## config.mk

```make
export PLATFORM = sky130hd
export DESIGN_NAME = load_store_unit
export DESIGN_NICKNAME = d
export VERILOG_FILES = /design/src/rtl/load_store_unit_pkg.sv /design/src/rtl/lsu_lane_align.sv /design/src/rtl/load_store_unit.sv
export SDC_FILE = /design/constraint.sdc
export NUM_CORES = 1
export LEC_CHECK = 0
export BUFFER_PORTS_ARGS = -buffer_cell sky130_fd_sc_hd__buf_2
export CORE_MARGIN = 3
export CORE_UTILIZATION = 50
export DETAILED_ROUTE_END_ITERATION = 8
export PLACE_DENSITY = 0.73
export REMOVE_ABC_BUFFERS = 1
export SYNTH_ARGS = -nofsm -noshare
export SYNTH_HDL_FRONTEND = slang
export SYNTH_HIERARCHICAL = 1
export SYNTH_SLANG_ARGS = --single-unit
```

## constraint.sdc

```tcl
create_clock -name clk_i -period 2.6 [get_ports clk_i]
set_input_delay 0.26 -clock clk_i [delete_from_list [all_inputs] [get_ports clk_i]]
set_output_delay 0.26 -clock clk_i [all_outputs]
set_load 0.02 [all_outputs]
```

## src/rtl/load_store_unit_pkg.sv

```systemverilog
// Shared encodings and helpers for the load/store unit: access sizes, FSM states
// and the alignment rule.
package load_store_unit_pkg;

  localparam logic [1:0] SIZE_BYTE = 2'd0;
  localparam logic [1:0] SIZE_HALF = 2'd1;
  localparam logic [1:0] SIZE_WORD = 2'd2;

  typedef enum logic [1:0] {
    ST_IDLE  = 2'd0,
    ST_READ  = 2'd1,
    ST_WRITE = 2'd2,
    ST_RESP  = 2'd3
  } lsu_state_e;

  // Size 3 falls into the default branch and is therefore checked as a word.
  function automatic logic misaligned(input logic [1:0] size, input logic [1:0] lane);
    case (size)
      SIZE_BYTE: return 1'b0;
      SIZE_HALF: return lane[0];
      default:   return |lane;
    endcase
  endfunction

endpackage

```

## src/rtl/lsu_lane_align.sv

```systemverilog
// Byte-lane steering for the load/store unit: sub-word extract with sign/zero
// extension on the load path, and lane merge into an existing word on the store path.
module lsu_lane_align
  import load_store_unit_pkg::*;
#(
  parameter int WORD_SIZE = 32
) (
  input  logic [WORD_SIZE-1:0] rd_word_i,
  input  logic [WORD_SIZE-1:0] old_word_i,
  input  logic [WORD_SIZE-1:0] wdata_i,
  input  logic [1:0]           size_i,
  input  logic [1:0]           lane_i,
  input  logic                 unsigned_i,
  output logic [WORD_SIZE-1:0] load_data_o,
  output logic [WORD_SIZE-1:0] merge_data_o
);

  logic signed [7:0]  byte_s;
  logic signed [15:0] half_s;

  always_comb begin
    byte_s      = rd_word_i[{lane_i, 3'b000} +: 8];
    half_s      = lane_i[1] ? rd_word_i[31:16] : rd_word_i[15:0];
    load_data_o = rd_word_i;
    case (size_i)
      SIZE_BYTE: load_data_o = unsigned_i ? {{(WORD_SIZE-8){1'b0}}, byte_s}
                                          : {{(WORD_SIZE-8){byte_s[7]}}, byte_s};
      SIZE_HALF: load_data_o = unsigned_i ? {{(WORD_SIZE-16){1'b0}}, half_s}
                                          : {{(WORD_SIZE-16){half_s[15]}}, half_s};
      default:   load_data_o = rd_word_i;
    endcase
  end

  always_comb begin
    merge_data_o = old_word_i;
    case (size_i)
      SIZE_BYTE: merge_data_o[{lane_i, 3'b000} +: 8]     = wdata_i[7:0];
      SIZE_HALF: merge_data_o[{lane_i[1], 4'b0000} +: 16] = wdata_i[15:0];
      default:   merge_data_o = wdata_i;
    endcase
  end

endmodule

```

## src/rtl/load_store_unit.sv

```systemverilog
// Load/store unit between execute and a word-addressed memory with combinational
// read: one outstanding request, read-modify-write for sub-word stores.
module load_store_unit
  import load_store_unit_pkg::*;
#(
  parameter int ADDR_SIZE = 5,
  parameter int WORD_SIZE = 32
) (
  input  logic                 clk_i,
  input  logic                 rst_ni,
  input  logic                 req_valid_i,
  output logic                 req_ready_o,
  input  logic                 req_we_i,
  input  logic [1:0]           req_size_i,
  input  logic                 req_unsigned_i,
  input  logic [31:0]          req_addr_i,
  input  logic [WORD_SIZE-1:0] req_wdata_i,
  output logic                 rsp_valid_o,
  input  logic                 rsp_ready_i,
  output logic [WORD_SIZE-1:0] rsp_rdata_o,
  output logic                 rsp_err_o,
  output logic [ADDR_SIZE-1:0] mem_addr_o,
  output logic [WORD_SIZE-1:0] mem_data_o,
  output logic                 mem_wen_o,
  input  logic [WORD_SIZE-1:0] mem_data_i
);

  lsu_state_e           state_q, state_d;
  logic                 we_q;
  logic [1:0]           size_q;
  logic                 uns_q;
  logic [1:0]           lane_q;
  logic [ADDR_SIZE-1:0] waddr_q;
  logic [WORD_SIZE-1:0] wdata_q;
  logic [WORD_SIZE-1:0] word_q;
  logic [WORD_SIZE-1:0] rdata_q;
  logic                 err_q;

  logic                 accept;
  logic                 req_mis;
  logic [WORD_SIZE-1:0] load_data;
  logic [WORD_SIZE-1:0] merge_data;
  logic                 unused_addr_hi;

  // Upper address bits beyond the memory size are deliberately dropped (wrap).
  assign unused_addr_hi = ^req_addr_i[31:ADDR_SIZE+2];

  assign accept  = req_valid_i && (state_q == ST_IDLE);
  assign req_mis = misaligned(req_size_i, req_addr_i[1:0]);

  lsu_lane_align #(
    .WORD_SIZE (WORD_SIZE)
  ) u_lane_align (
    .rd_word_i    (mem_data_i),
    .old_word_i   (word_q),
    .wdata_i      (wdata_q),
    .size_i       (size_q),
    .lane_i       (lane_q),
    .unsigned_i   (uns_q),
    .load_data_o  (load_data),
    .merge_data_o (merge_data)
  );

  always_ff @(posedge clk_i or negedge rst_ni) begin
    if (!rst_ni) begin
      state_q <= ST_IDLE;
      we_q    <= 1'b0;
      size_q  <= 2'd0;
      uns_q   <= 1'b0;
      lane_q  <= 2'd0;
      waddr_q <= '0;
      wdata_q <= '0;
      word_q  <= '0;
      rdata_q <= '0;
      err_q   <= 1'b0;
    end else begin
      state_q <= state_d;
      if (accept) begin
        we_q    <= req_we_i;
        size_q  <= req_size_i;
        uns_q   <= req_unsigned_i;
        lane_q  <= req_addr_i[1:0];
        waddr_q <= req_addr_i[ADDR_SIZE+1:2];
        wdata_q <= req_wdata_i;
        rdata_q <= '0;
        err_q   <= req_mis;
      end
      if (state_q == ST_READ) begin
        word_q <= mem_data_i;
        if (!we_q) rdata_q <= load_data;
      end
    end
  end

  always_comb begin
    state_d     = state_q;
    req_ready_o = 1'b0;
    rsp_valid_o = 1'b0;
    mem_wen_o   = 1'b0;
    mem_data_o  = '0;
    mem_addr_o  = waddr_q;
    rsp_rdata_o = rdata_q;
    rsp_err_o   = err_q;
    case (state_q)
      ST_IDLE: begin
        req_ready_o = 1'b1;
        if (req_valid_i) begin
          if (req_mis)                      state_d = ST_RESP;
          else if (req_we_i && req_size_i[1]) state_d = ST_WRITE;
          else                              state_d = ST_READ;
        end
      end
      ST_READ:  state_d = we_q ? ST_WRITE : ST_RESP;
      ST_WRITE: begin
        mem_wen_o  = 1'b1;
        mem_data_o = merge_data;
        state_d    = ST_RESP;
      end
      ST_RESP: begin
        rsp_valid_o = 1'b1;
        if (rsp_ready_i) state_d = ST_IDLE;
      end
      default: state_d = ST_IDLE;
    endcase
  end

endmodule

```

==> results of run 1 <==
==> layout make-up <==
class / instances / share of cell area [%]
multi-input cells: 400 / 43.7
flip-flops and latches: 110 / 35.3
repair buffers: 182 / 13.4
clock buffers: 12 / 3.28
well taps: 168 / 2.69
clock inverters: 4 / 0.896
inverters: 17 / 0.816
==> layout by cell type (no fill, tap or decap), types with 2 or more instances in the layout <==
| master | Yosys | layout |
|---|---|---|
| sky130_fd_sc_hd__a221o_1 | 15 | 15 |
| sky130_fd_sc_hd__inv_1 | 16 | 14 |
| sky130_fd_sc_hd__nand2_1 | 49 | 49 |
| sky130_fd_sc_hd__ha_1 | 10 | 9 |
| sky130_fd_sc_hd__nand3_1 | 21 | 21 |
| sky130_fd_sc_hd__nor2b_1 | 10 | 10 |
| sky130_fd_sc_hd__a32oi_1 | 7 | 7 |
| sky130_fd_sc_hd__nand3_2 | 10 | 10 |
| sky130_fd_sc_hd__mux2_2 | 53 | 53 |
| sky130_fd_sc_hd__a22oi_1 | 16 | 16 |
| sky130_fd_sc_hd__o21ai_0 | 32 | 32 |
| sky130_fd_sc_hd__buf_4 | 5 | 28 |
| sky130_fd_sc_hd__buf_2 | 20 | 149 |
| sky130_fd_sc_hd__and2_1 | 33 | 32 |
| sky130_fd_sc_hd__nor3_2 | 4 | 4 |
| sky130_fd_sc_hd__dfrtp_2 | 0 | 2 |
| sky130_fd_sc_hd__a22o_1 | 39 | 39 |
| sky130_fd_sc_hd__inv_2 | 0 | 2 |
| sky130_fd_sc_hd__mux2_4 | 38 | 38 |
| sky130_fd_sc_hd__clkbuf_8 | 0 | 2 |
| sky130_fd_sc_hd__mux2i_1 | 20 | 20 |
| sky130_fd_sc_hd__nor2_1 | 7 | 7 |
| sky130_fd_sc_hd__clkbuf_16 | 0 | 9 |
| sky130_fd_sc_hd__bufinv_16 | 0 | 2 |
| sky130_fd_sc_hd__dfrtp_1 | 110 | 107 |
| sky130_fd_sc_hd__buf_12 | 0 | 4 |
| sky130_fd_sc_hd__o211ai_1 | 9 | 9 |
| sky130_fd_sc_hd__clkinv_2 | 0 | 2 |
==> worst paths after layout <==
| kind | start | end | slack (ns) |
|---|---|---|---|
| worst max-delay path | lane_q[1] | mem_data_o[24] | 0.03 |
| worst min-delay path | rst_ni | rsp_rdata_o[3] | -0.01 |
| worst max register to register | size_q[0] | rsp_rdata_o[17] | 0.47 |
| worst min register to register | rsp_rdata_o[11] | rsp_rdata_o[11] | 0.49 |
| max in group asynchronous | rst_ni | wdata_q[4] | 1.85 |
| min in group clk_i | req_wdata_i[12] | wdata_q[12] | 0.13 |
==> Yosys cell counts (2+ instances only) <==
cell                       instances
sky130_fd_sc_hd__ha_1             10
sky130_fd_sc_hd__nand3_2          10
sky130_fd_sc_hd__o211ai_1          9
sky130_fd_sc_hd__a221o_1          15
sky130_fd_sc_hd__o21ai_0          32
sky130_fd_sc_hd__buf_4             5
sky130_fd_sc_hd__nand2_1          49
sky130_fd_sc_hd__a22o_1           39
sky130_fd_sc_hd__buf_2            20
sky130_fd_sc_hd__a22oi_1          16
sky130_fd_sc_hd__a32oi_1           7
sky130_fd_sc_hd__buf_6            10
sky130_fd_sc_hd__mux2_4           38
sky130_fd_sc_hd__mux2i_1          20
sky130_fd_sc_hd__nand3_1          21
sky130_fd_sc_hd__nor2_1            7
sky130_fd_sc_hd__inv_1            16
sky130_fd_sc_hd__dfrtp_1         110
sky130_fd_sc_hd__clkbuf_1          8
sky130_fd_sc_hd__a211o_1           2
sky130_fd_sc_hd__and2_1           33
sky130_fd_sc_hd__nor2b_1          10
sky130_fd_sc_hd__nor3_2            4
sky130_fd_sc_hd__mux2_2           53
==> where the power goes <==
part	total [mW]	switching (mW)	internal, mW
Sequential	3.18	0.674	2.51
Clock	1.52	0.622	0.895
Combinational	6.13	3.20	2.93
Total	10.8	4.50	6.34
==> per-stage QoR <==
| step | setup WS [ns] | total power, mW | cells | hold WS, ns | util [%] |
|---|---|---|---|---|---|
| after floorplan | -0.178 | 7.16 | 527 | -0.0356 | - |
| after global placement | 0.254 | 8.78 | 867 | 0.381 | 59.7 |
| after detailed placement | 0.0715 | 8.99 | 867 | 0.394 | 59.7 |
| after CTS | 0.00506 | 10.6 | 885 | 0.0152 | 62.7 |
| after global routing | -0.0485 | 11.5 | 893 | 0.0394 | 63.5 |
| final | 0.0271 | 10.8 | 893 | -0.0133 | 63.5 |
==> layer usage <==
metal	up-vias	track usage, %
li1	2401	-
met1	2657	34.2
met2	253	39.8
met3	48	6.17
met4	0	7.02
met5	-	0
==> flip-flops by register name, summed over array words and instances (netlist names) <==
| name | flops |
|---|---|
| wdata_q | 32 |
| size_q | 2 |
| rsp_err_o | 1 |
| uns_q | 1 |
| rsp_rdata_o | 32 |
| lane_q | 2 |
| state_q | 2 |
| word_q | 32 |
| we_q | 1 |
| mem_addr_o | 5 |
==> cell families after synthesis <==
group           after synthesis
fa+ha+maj                    10
mux                         112
buf+inv                      61
compound gates              130
simple gates                148
flops                       110
==> timing repair <==
item,4_1_cts,5_1_grt
gates resized for setup,10,7
pin swaps,3,8
setup endpoints to repair,32,32
setup buffers,2,8
hold endpoints to repair,0,0
==> flow_summary.rst, run 1 <==
.. list-table::
   :header-rows: 1

   * - Metric
     - Value
   * - Sequential element share of the synthesized area
     - 42.6%
   * - Max transition margin
     - 43.5%
   * - Minimum clock period after layout
     - 2.57 ns
   * - Number of rows created at floorplan
     - 40
   * - Max-capacitance violation count
     - 0
   * - Highest net fanout along the worst path
     - 8
   * - Number of antenna violations at the first check in global routing
     - 0
   * - Width of the die
     - 120 µm
   * - Post-detailed-routing wire length
     - 18200 µm
   * - Async set or reset register ratio after synthesis
     - 100%
   * - Clock Tree Root
     - sky130_fd_sc_hd__clkbuf_16
   * - Post-Syn Instances
     - 571
   * - Slowest cell on the critical path
     - sky130_fd_sc_hd__dfrtp_2
   * - Total of buffers placed on input and output ports
     - 151
   * - Post-synthesis mux area share
     - 21.5%
   * - Diodes inserted
     - 0
   * - Layout-stage area growth over the synthesis result
     - 21.0%
   * - Fraction of final layout cells with drive strength greater than 1
     - 44.3%
   * - Drt first-iter violations
     - 434
   * - Main area contributors after synthesis
     - sky130_fd_sc_hd__dfrtp_1 (43%), sky130_fd_sc_hd__mux2_2 (9.2%), sky130_fd_sc_hd__mux2_4 (8.8%)
   * - Number of global-route vias before repair
     - 5271
   * - Ratio of final minimum period to clock period
     - 99.0%
   * - Total met3 wirelength after detailed routing
     - 1420 µm
   * - Worst-margin pin slew
     - 0.845 ns
   * - Number of different library cells in the post-synthesis netlist
     - 51
   * - Max incr delay on CP
     - 0.43 ns
   * - Inserted Clock Buffers
     - 9
   * - Highest Signal Layer
     - met4
   * - Synth Cell Area
     - 0.00647 mm²
   * - Dpl cell area
     - 0.00735 mm²
   * - Hold Slack
     - -0.0133 ns
   * - Number of nets in the layout
     - 834
   * - Fraction of the mapped netlist area in adder cells
     - 1.93%
   * - Number of buffers and inverters on the critical path
     - 2
   * - Via count
     - 5359
   * - CTS clk-pin slew, worst paths
     - 0.07 ns
   * - Vias/cell
     - 6.00
   * - Area share of and/or/nand/nor cells after synthesis
     - 13.1%
   * - Total number of cells along the worst setup path
     - 7
   * - Slew Limit Fails
     - 0
   * - Number of hold-slack violations in the final timing report
     - 8
   * - Compound-gate portion of the synthesized area
     - 15.6%
   * - Chip height
     - 120 µm
   * - Maximum clock frequency
     - 389 MHz
   * - Worst Path Class, Setup
     - flip-flop to output pin
   * - Maximum vdd drop
     - 0.794 mV
   * - Most used flip-flop cell after synthesis
     - sky130_fd_sc_hd__dfrtp_1
   * - CTS tree
     - done
   * - Number of cells traversed by the worst register-to-register path
     - 5
   * - Area of the core region
     - 0.0123 mm²
   * - Required time at the worst-slack endpoint
     - 2.34 ns
   * - Mean cell area of the mapped netlist
     - 11.3 µm²
   * - Detail Placement HPWL
     - 12900 µm
   * - Clock Skews
     - 0.00687 ns
   * - CTS hold repair buffers
     - 0
   * - Crit path arrival time
     - 2.31 ns
   * - Number of flip-flops and latches in the synthesized netlist
     - 110
   * - Main combinational cell family by area after synthesis
     - multiplexers
   * - Count of boundary I/O pins
     - 177
   * - Area share of the leading cell type in the synthesized netlist
     - 42.6%
   * - Multi-input combinational cell area
     - 0.00342 mm²
   * - Maximum number of pins on one net before global-route repair
     - 60
   * - Share of the synthesized netlist area taken by xor and xnor gates
     - 0%
   * - Setup-violating endpoint count in the final report
     - 0
   * - Total GRT Usage
     - 25.0%
   * - Antenna viol nets, final
     - 0
   * - Type of the most critical hold path
     - input pin to async pin
   * - Cell family contributing the most delay on the critical path
     - simple AND/OR/NAND/NOR gates
   * - Routability Congestion
     - 0.849
   * - Most area-hungry cell type in the Yosys netlist
     - sky130_fd_sc_hd__dfrtp_1
   * - Setup tns final
     - 0 ns
   * - Worst-skew pair later-pin latency
     - 0.36 ns
   * - First drt pass iteration count
     - 7
   * - Buffer levels on the longest clock path
     - 2
   * - Warnings, synthesis
     - 6
   * - List of cells traversed by the critical path
     - inv_2, ha_1, nor4_4, and4b_2, a221o_1, and2_1, buf_4
   * - Global-route wire length before repair
     - 28500 µm
   * - Startpoint kind of the worst setup timing path
     - flip-flop
   * - PwrDens
     - 1380 mW/mm²
   * - Post-synth EDFFs
     - 0
   * - Number of levels in the clock H-tree
     - 3
   * - Starting density of the core
     - 52.5%
   * - Nature of the critical path endpoint
     - output pin
   * - FF+latch area
     - 0.00276 mm²
   * - WL met1
     - 7760 µm
   * - # DRC
     - 0
   * - Post-layout instance area
     - 0.00782 mm²
   * - Die footprint
     - 0.0143 mm²
   * - # clock sinks
     - 110
   * - Total global routing overflow
     - 0
   * - RSZ-0062 raised after global routing
     - yes
   * - Detailed-routed wire length on met2
     - 8600 µm
   * - Failing checks
     - negative hold slack
   * - Leak pwr
     - 3.95 nW
   * - Routed wire length per instance
     - 20.4 µm
   * - Fillcell total
     - 1027
   * - Run status
     - finished, violations left
No activity file was read; power rests on OpenSTA's default activity.
==> inputs of run 2 (changes only) <==
- RECOVER_POWER: not set -> 50
==> run 2 against run 1 <==
Net effect:
- the run ends with max-capacitance violations, max-slew violations left
- clock skew barely moved
- sequential share of layout area rose by 0.28 points
- first-iteration DRC count fell by 4.6%
- clock power barely moved
- maximum frequency barely moved
- non-clock buffer count did not move
- sequential power barely moved
- setup slack got worse by 0.0013 ns
- critical endpoint is now mem_data_o[21]
==> flow_summary.rst, run 2 (synthesis gave the netlist of run 1 again) <==
.. list-table::
   :header-rows: 1

   * - Metric
     - Value
   * - Run status
     - finished, violations left
   * - Failing checks
     - max-capacitance violations, max-slew violations
   * - Maximum number of pins on one net before global-route repair
     - 60 (unchanged)
   * - Buffer levels on the longest clock path
     - 2 (unchanged)
   * - RSZ-0062 raised after global routing
     - yes
   * - Count of boundary I/O pins
     - 177 (unchanged)
   * - Routability Congestion
     - 0.849 (unchanged)
   * - Number of cells traversed by the worst register-to-register path
     - 5 (unchanged)
   * - Maximum vdd drop
     - 0.789 mV (-0.64%)
   * - Slew Limit Fails
     - 60 (+60)
   * - Post-detailed-routing wire length
     - 18100 µm (-0.47%)
   * - PwrDens
     - 1390 mW/mm² (+0.25%)
   * - CTS clk-pin slew, worst paths
     - 0.07 ns (about the same)
   * - Clock Tree Root
     - sky130_fd_sc_hd__clkbuf_16
   * - Number of nets in the layout
     - 834 (unchanged)
   * - Number of hold-slack violations in the final timing report
     - 0 (-8)
   * - Detail Placement HPWL
     - 12900 µm (unchanged)
   * - Total of buffers placed on input and output ports
     - 151 (unchanged)
   * - Number of antenna violations at the first check in global routing
     - 0 (unchanged)
   * - Startpoint kind of the worst setup timing path
     - flip-flop
   * - Total GRT Usage
     - 25.0% (unchanged)
   * - Via count
     - 5311 (-0.90%)
   * - Worst Path Class, Setup
     - flip-flop to output pin
   * - Number of levels in the clock H-tree
     - 3 (unchanged)
   * - Routed wire length per instance
     - 20.3 µm (-0.47%)
   * - Ratio of final minimum period to clock period
     - 99.0% (about the same)
   * - Drt first-iter violations
     - 414 (-4.6%)
   * - Leak pwr
     - 3.82 nW (-3.2%)
   * - Switching share of total power
     - 41.7% (+0.15 points)
   * - Setup-violating endpoint count in the final report
     - 0 (unchanged)
   * - Vias/cell
     - 5.95 (-0.90%)
   * - Most frequent standard cell in the layout excluding fill and tap cells
     - sky130_fd_sc_hd__buf_2
   * - Flop2flop setup slack
     - 0.48 ns (about the same)
   * - Minimum clock period after layout
     - 2.57 ns (+0.00134 ns)
   * - Highest net fanout along the worst path
     - 8 (unchanged)
   * - Worst-margin pin slew
     - 1.51 ns (+0.664 ns)
   * - Sequential power share
     - 29.6% (+0.2 points)
   * - Max transition margin
     - -0.613% (-44 points)
   * - Die footprint
     - 0.0143 mm² (unchanged)
   * - # clock sinks
     - 110 (unchanged)
   * - Fraction of final layout cells with drive strength greater than 1
     - 39.7% (-4.6 points)
   * - Internal power of the cells
     - 6.29 mW (-0.79%)
   * - Maximum clock frequency
     - 388 MHz (about the same)
   * - Number of rows created at floorplan
     - 40 (unchanged)
   * - Total global routing overflow
     - 0 (unchanged)
   * - Layout-stage area growth over the synthesis result
     - 20.0%
   * - Combinational fraction of design power
     - 56.3% (-0.3 points)
   * - Global-route wire length before repair
     - 28500 µm (unchanged)
   * - CTS tree
     - done
   * - Max-capacitance violation count
     - 1 (+1)
   * - Antenna viol nets, final
     - 0 (unchanged)
   * - Starting density of the core
     - 52.5% (unchanged)
   * - Hold Slack
     - 0.129 ns (+0.142 ns)
   * - Worst-skew pair later-pin latency
     - 0.36 ns (about the same)
   * - Met3 capacity usage during global routing
     - 6.17% (unchanged)
   * - Cell depth of the worst hold path
     - 2
   * - Switching power
     - 4.49 mW (-0.17%)
   * - Leading cell types in the layout, fill and taps excluded
     - sky130_fd_sc_hd__buf_2 (117), sky130_fd_sc_hd__dfrtp_1 (107), sky130_fd_sc_hd__mux2_2 (53), sky130_fd_sc_hd__nand2_1 (49), sky130_fd_sc_hd__a22o_1 (39)
   * - Layer with the highest usage after global routing
     - met2
   * - Sink of the worst hold path
     - wdata_q[12]
   * - # DRC
     - 0 (unchanged)
   * - Number of global-route vias before repair
     - 5271 (unchanged)
   * - Diodes inserted
     - 0 (unchanged)
   * - First drt pass iteration count
     - 7 (unchanged)
   * - Required time at the worst-slack endpoint
     - 2.34 ns (about the same)
   * - Met1 Track Usage GR
     - 34.2% (unchanged)
   * - Setup tns final
     - 0 ns (unchanged)
   * - Global-route met2 utilization
     - 39.8% (unchanged)
   * - Type of the most critical hold path
     - input pin to flip-flop
   * - Chip height
     - 120 µm (unchanged)
   * - Launch instance of the worst min-delay path
     - req_wdata_i[12]
   * - Final core area utilization
     - 63.0% (-0.50 points)
   * - Clock Skews
     - 0.00733 ns (+0.000468 ns)
   * - Crit path arrival time
     - 2.31 ns (about the same)
   * - CTS hold repair buffers
     - 0 (unchanged)
   * - Design Power
     - 10.8 mW (-0.53%)
   * - Area of the core region
     - 0.0123 mm² (unchanged)
   * - Inserted Clock Buffers
     - 9 (unchanged)
   * - Fillcell total
     - 1042 (+1.5%)
   * - Part of the total power dissipated in the clock network
     - 14.1% (about the same)
   * - Critical R2R Launch
     - size_q[0]
   * - Endpoint of the lowest-slack register-to-register path
     - rsp_rdata_o[17]
   * - Nature of the critical path endpoint
     - output pin
   * - Width of the die
     - 120 µm (unchanged)
==> run 2: cell types whose count changed in the layout (fill, tap and decap cells not counted), sizes merged <==
cell,previous run,this run
clkbuf,12,47
buf,182,147
==> run 2: worst max path at each step <==
stage | startpoint | end | slack, ns | cells after the start
final | lane_q[1] | mem_data_o[21] | 0.03 | 7
after detailed placement | lane_q[1] | mem_data_o[8] | 0.07 | 7
after CTS | lane_q[1] | mem_data_o[2] | 0.005 | 7
after floorplan | size_q[1] | mem_data_o[3] | -0.18 | 3
after global routing | lane_q[1] | mem_data_o[15] | -0.05 | 8
after global placement | lane_q[1] | mem_data_o[24] | 0.25 | 7
==> run 2: through the flow <==
stage	setup slack (ns)	std cells	instance area (µm²)
final	0.0257	893	7760
after global placement	0.254	867	7350
after CTS	0.00506	885	7720
after floorplan	-0.178	527	6180
after global routing	-0.0485	893	7760
after detailed placement	0.0715	867	7350
==> run 2: layout make-up <==
class / count / area (µm²) / area share [%]
clock buffers: 12 / 256 / 3.30
clock inverters: 4 / 70.1 / 0.903
inverters: 17 / 63.8 / 0.822
multi-input cells: 400 / 3420 / 44.0
flip-flops and latches: 110 / 2760 / 35.5
well taps: 168 / 210 / 2.71
repair buffers: 182 / 986 / 12.7
==> run 2: repair_timing <==
item / 4_1_cts / 5_1_grt
gates resized for setup: 10 / 7
endpoints found under the setup margin: 32 / 32
setup buffers: 2 / 8
pin swaps: 3 / 8
==> run 2: power by group through the flow <==
stage | Combinational, mW | Sequential, mW | Clock [mW]
global route | 6.52 | 3.29 | 1.61
CTS | 5.87 | 3.20 | 1.54
finish | 6.07 | 3.19 | 1.51
detailed placement | 5.78 | 3.21 | 0
global placement | 5.62 | 3.17 | 0
floorplan | 3.74 | 3.43 | 0
==> run 2: critical path, cell delays in order (launching register included) <==
cell,delay [ns]
sky130_fd_sc_hd__dfrtp_2,0.43
sky130_fd_sc_hd__inv_2,0.09
sky130_fd_sc_hd__ha_1,0.22
sky130_fd_sc_hd__nor4_4,0.29
sky130_fd_sc_hd__and4_2,0.43
sky130_fd_sc_hd__a221o_1,0.21
sky130_fd_sc_hd__and2_1,0.13
sky130_fd_sc_hd__buf_2,0.16
==> run 2: per-layer routing <==
metal  vias up  part of all wire [%]
met3        30                   7.7
met4         0                   1.7
met5         -                     0
met1      2633                    43
met2       243                    48
li1       2405                     -
